===== src/rtl/dmem_pkg.sv =====
// Shared definitions for the block data memory and its cache-side port.
package dmem_pkg;

  localparam int BLOCK_ADDR_W = 6;
  localparam int BLOCK_W      = 32;
  localparam int MEM_BYTES    = 256;
  localparam int COUNT_W      = 8;

  typedef enum logic [1:0] {
    ST_IDLE = 2'b00,
    ST_BUSY = 2'b01,
    ST_DONE = 2'b10
  } state_t;

endpackage


===== src/rtl/block_data_memory_access_timer.sv =====
// Loadable 8-bit down-counter with a registered zero flag; never wraps below zero.
module access_timer
  import dmem_pkg::*;
(
  input  logic               clock,
  input  logic               reset,
  input  logic               load,
  input  logic [COUNT_W-1:0] value,
  input  logic               enable,
  output logic               zero
);

  logic [COUNT_W-1:0] count_r;
  logic               zero_r;

  // Load, decrement (saturating at zero) and track the zero flag alongside the count.
  always_ff @(posedge clock or negedge reset) begin
    if (!reset) begin
      count_r <= 8'd0;
      zero_r  <= 1'b1;
    end else if (load) begin
      count_r <= value;
      zero_r  <= (value == 8'd0);
    end else if (enable && (count_r != 8'd0)) begin
      count_r <= count_r - 8'd1;
      zero_r  <= (count_r == 8'd1);
    end else begin
      count_r <= count_r;
      zero_r  <= zero_r;
    end
  end

  assign zero = zero_r;

endmodule


===== src/rtl/block_data_memory.sv =====
// Block-granular 256-byte data memory serving whole 4-byte blocks with fixed latency.
module block_data_memory
  import dmem_pkg::*;
#(
  parameter int ACCESS_CYCLES = 5
) (
  input  logic                    clock,
  input  logic                    reset,
  input  logic                    read,
  input  logic                    write,
  input  logic [BLOCK_ADDR_W-1:0] address,
  input  logic [BLOCK_W-1:0]      writedata,
  output logic [BLOCK_W-1:0]      readdata,
  output logic                    busywait
);

  // The IDLE cycle that accepts a request counts as the first busy cycle,
  // and BUSY ends on the edge where the counter is already zero.
  localparam logic [COUNT_W-1:0] LOAD_VALUE = COUNT_W'(ACCESS_CYCLES - 2);

  state_t                  state_r;
  logic [BLOCK_ADDR_W-1:0] addr_r;
  logic [BLOCK_W-1:0]      wdata_r;
  logic                    op_write_r;
  logic [BLOCK_W-1:0]      readdata_r;
  logic [7:0]              mem_r [MEM_BYTES];

  logic valid_s;
  logic load_s;
  logic enable_s;
  logic busy_s;
  logic timer_zero_s;

  // Exactly one of read/write makes a request; both high is ignored.
  assign valid_s = read ^ write;

  access_timer u_timer (
    .clock  (clock),
    .reset  (reset),
    .load   (load_s),
    .value  (LOAD_VALUE),
    .enable (enable_s),
    .zero   (timer_zero_s)
  );

  // Decode timer controls and the busy indication from the current state.
  always_comb begin
    load_s   = 1'b0;
    enable_s = 1'b0;
    busy_s   = 1'b0;
    case (state_r)
      ST_IDLE: begin
        if (valid_s) begin
          load_s = 1'b1;
          busy_s = 1'b1;
        end else begin
          load_s = 1'b0;
          busy_s = 1'b0;
        end
      end
      ST_BUSY: begin
        enable_s = 1'b1;
        busy_s   = 1'b1;
      end
      ST_DONE: begin
        busy_s = 1'b0;
      end
      default: begin
        busy_s = 1'b0;
      end
    endcase
  end

  // Gate with reset so busywait drops at once even while a request is still held.
  assign busywait = busy_s & reset;
  assign readdata = readdata_r;

  // Access FSM: capture the request, wait out the latency, then commit or fetch the block.
  always_ff @(posedge clock or negedge reset) begin
    if (!reset) begin
      state_r    <= ST_IDLE;
      addr_r     <= 6'd0;
      wdata_r    <= 32'h0;
      op_write_r <= 1'b0;
      readdata_r <= 32'h0;
      for (int i = 0; i < MEM_BYTES; i++) begin
        mem_r[i] <= 8'h00;
      end
    end else begin
      case (state_r)
        ST_IDLE: begin
          if (valid_s) begin
            addr_r     <= address;
            wdata_r    <= writedata;
            op_write_r <= write;
            state_r    <= ST_BUSY;
          end else begin
            state_r <= ST_IDLE;
          end
        end
        ST_BUSY: begin
          if (timer_zero_s) begin
            if (op_write_r) begin
              mem_r[{addr_r, 2'd0}] <= wdata_r[7:0];
              mem_r[{addr_r, 2'd1}] <= wdata_r[15:8];
              mem_r[{addr_r, 2'd2}] <= wdata_r[23:16];
              mem_r[{addr_r, 2'd3}] <= wdata_r[31:24];
            end else begin
              readdata_r <= {mem_r[{addr_r, 2'd3}], mem_r[{addr_r, 2'd2}],
                             mem_r[{addr_r, 2'd1}], mem_r[{addr_r, 2'd0}]};
            end
            state_r <= ST_DONE;
          end else begin
            state_r <= ST_BUSY;
          end
        end
        ST_DONE: begin
          state_r <= ST_IDLE;
        end
        default: begin
          state_r <= ST_IDLE;
        end
      endcase
    end
  end

endmodule


===== config.mk =====
export PLATFORM = sky130hd
export DESIGN_NAME = block_data_memory
export DESIGN_NICKNAME = d
export VERILOG_FILES = /design/src/rtl/dmem_pkg.sv /design/src/rtl/block_data_memory_access_timer.sv /design/src/rtl/block_data_memory.sv
export SDC_FILE = /design/constraint.sdc
export NUM_CORES = 2
export LEC_CHECK = 0
export BUFFER_PORTS_ARGS = -buffer_cell sky130_fd_sc_hd__buf_2
export CORE_ASPECT_RATIO = 0.75
export CORE_MARGIN = 2
export CORE_UTILIZATION = 45
export CTS_CLUSTER_DIAMETER = 120
export DETAILED_ROUTE_END_ITERATION = 16
export MAX_ROUTING_LAYER = met4
export SLEW_MARGIN = 25
export SYNTH_ARGS = -nofsm -noshare
export SYNTH_HDL_FRONTEND = slang
export SYNTH_SLANG_ARGS = --single-unit

===== constraint.sdc =====
create_clock -name clock -period 3.8 [get_ports clock]
set_clock_uncertainty 0.1 [all_clocks]
set_input_delay 0 -clock clock [delete_from_list [all_inputs] [get_ports clock]]
set_output_delay 0 -clock clock [all_outputs]
set_load 0.02 [all_outputs]

==> flow_summary.json <==
{
  "final_cell_area_um2": 110200,
  "clock.fmax_mhz": 262.4,
  "nets": 7023,
  "async_flop_share_pct": 100.0,
  "synth-compound-area-share_pct": 6.050,
  "cts.repair.resized": 0,
  "yosysSeqAreaShare_pct": 55.44,
  "finalHoldViolations": 0,
  "hpwl_um": 201000,
  "drc": 0,
  "crit_arrival_ns": 4.43,
  "slew_headroom_pct": 13.89,
  "wl_um": 330600,
  "yosysUniqueCellTypes": 71,
  "cts_root_buffer": "clkbuf_16",
  "r2r-end": "readdata[23]",
  "setup_viol": 1,
  "drv_cap": 0,
  "num_vias": 63160,
  "initial_core_util_pct": 45.41,
  "yosys_warnings": 0,
  "dp_cells": 9450,
  "io_pins": 75,
  "syn_to_final_growth_pct": 14.61,
  "worst-setup-path-type": "reg2reg",
  "muxShareOfSynthArea_pct": 32.49,
  "p_leak_nw": 52.60,
  "synth.most_common_cell": "dfrtp_1",
  "critPathCapture": "readdata[23]",
  "rsz0062_at_grt": "no",
  "core_um2": 211700,
  "dpl_cell_area_um2": 101600,
  "slew_viol_final": 0,
  "synth_commonest_cells": "dfrtp_1 (2129), mux2_2 (1932), mux2i_1 (386)",
  "row_count": 146,
  "die_h_um": 404.3,
  "synthCells": 6841,
  "place_congestion": 0.8890,
  "grt_start_max_net_pins": 175,
  "top_layer_used": "met4",
  "synth.avg_cell_area_um2": 14.05,
  "postCtsSetupBuffers": 0,
  "wl_met3_um": 31450,
  "vias_per_cell": 6.339,
  "multi_input_area_um2": 40120,
  "drt_iter0_markers": 6869,
  "finalNonFillerCells": 9964,
  "postCtsHoldBufs": 119,
  "netlist_area_um2": 96150,
  "crit_path_end_kind": "flop",
  "synthXorXnorAreaFrac_pct": 0.04555,
  "hp-class": "in2reg",
  "finalWorstPathRequiredPeriod_ns": 3.811,
  "grtUsageTotal_pct": 31.35,
  "hold_depth": 5,
  "cts_tree": "done",
  "post-route-util_pct": 52.05,
  "synth_top_cell_by_area": "dfrtp_1",
  "tightest_slew_ns": 1.292,
  "clk_path_buf_depth": 4,
  "seq_area_um2": 53370,
  "ys.flop_type": "dfrtp_1",
  "outcome": "finished, violations left",
  "ys_ff_latch": 2130,
  "r2r_start": "addr_r[0]",
  "drive_above_1_share_pct": 42.95,
  "worstPathRequired_ns": 4.42,
  "synth_top_family_by_area": "multiplexers",
  "finalSetupTns_ns": -0.01068,
  "grt_remaining_overflow": 0,
  "clkTransAtPathRegs_ns": 0.07,
  "synthAdderAreaFrac_pct": 0.03904,
  "port_buffers": 74,
  "clock_latency_ns": 0.90,
  "vdd_drop_max_mv": 0.5489,
  "route.met2.wl_um": 139800,
  "grt_pass1_vias": 63210,
  "antenna_found_initial": 19,
  "fin_ws_ns": -0.01068,
  "cts_inserted_buffers": 217,
  "path_max_fanout": 38,
  "post-route-period-util_pct": 100.3,
  "grt_pass1_wl_um": 476500,
  "wl_met1_um": 149500,
  "htree_levels": 4,
  "startpoint_type": "flop",
  "critPathLaunch": "addr_r[0]",
  "violations": "negative setup slack",
  "synth_fp_nets": 6886,
  "reg2regPathDepth": 6,
  "synth_top_area_share_pct": 55.41,
  "die_area_um2": 217400,
  "die_w_um": 537.7,
  "drtPass1Iterations": 7,
  "cts_sinks": 2130,
  "wire_per_inst_um": 33.17,
  "ys_top_cells_by_area": "dfrtp_1 (55%), mux2_2 (23%), mux2i_1 (4.0%)",
  "synth_simple_gate_area_share_pct": 2.512,
  "fill_cells": 17580,
  "finalPower_mw": 70.00,
  "timing.reg2reg.setup_slack_ns": -0.01,
  "p_per_area_nw_per_um2": 635.3,
  "ant_nets": 0,
  "synth-edff-count": 0
}
==> registers in the layout, indices dropped and copies added, names as in the netlist <==
signal           flops
state_r              2
op_write_r           1
addr_r               6
u_timer.zero         1
wdata_r             32
mem_r             2048
u_timer.count_r      8
readdata            32
==> cell families (layout without fill, tap and decap cells) <==
family | Yosys count | in the layout
simple gates | 553 | 553
other cells | 0 | 8
fa+ha+maj | 3 | 3
xor+xnor | 5 | 5
buf+inv | 702 | 1005
mux | 2649 | 2649
flops | 2130 | 2130
compound gates | 799 | 799
==> report_power, final <==
part / total [mW] / internal [mW] / switching, mW
Sequential: 27.6 / 24.5 / 3.12
Clock: 22.2 / 12.9 / 9.30
Combinational: 20.2 / 6.77 / 13.4
Total: 70.0 / 44.2 / 25.8
==> cell type report <==
type / instances / share of cell area (%)
flip-flops and latches: 2130 / 48.44
multi-input cells: 4009 / 36.41
clock buffers: 322 / 5.844
repair buffers: 613 / 5.314
well taps: 2812 / 3.193
clock inverters: 63 / 0.7528
inverters: 7 / 0.03066
diodes: 8 / 0.01817
==> worst max-delay path: stages, from the launching register on <==
cell	delay [ns]
dfrtp_4	0.73
buf_12	0.33
buf_4	0.29
mux4_2	0.53
a22oi_1	0.97
and4_1	0.48
a41oi_1	0.13
==> stage by stage <==
stage                     worst slack [ns]  hold slack [ns]
final                             -0.01068           0.3149
after global routing               0.08977           0.3712
after CTS                           0.1822           0.2971
after detailed placement            0.1848          -0.1580
after global placement             0.01325          -0.1515
after floorplan                      1.524          -0.3956
==> placed cells by master (no fill, tap or decap), types with 118 or more instances in the layout <==
cell           netlist  layout
clkbuf_16            0     221
mux2_2            1932    1932
nor2_1             192     132
mux2i_1            386     386
nand2_1            212     211
mux4_2             168     168
dlygate4sd3_1        0     118
a221oi_1           215     215
a22oi_1            153     153
dfrtp_1           2129    2094
mux2_1             163     163
buf_4               41     330
==> worst min path at each step <==
stage,from,to,slack (ns)
floorplan,reset,addr_r[0],-0.40
global placement,reset,mem_r[315],-0.15
detailed placement,reset,mem_r[315],-0.16
CTS,writedata[3],wdata_r[3],0.30
global route,writedata[3],wdata_r[3],0.37
finish,writedata[3],wdata_r[3],0.31
==> routing by layer <==
| layer | global-route usage [%] | vias to the layer above |
|---|---|---|
| li1 | - | 25430 |
| met1 | 46.18 | 34440 |
| met2 | 43.05 | 2732 |
| met3 | 7.438 | 561 |
| met4 | 8.533 | 0 |
| met5 | - | - |
Note: power is estimated with default switching activity, not from simulation.
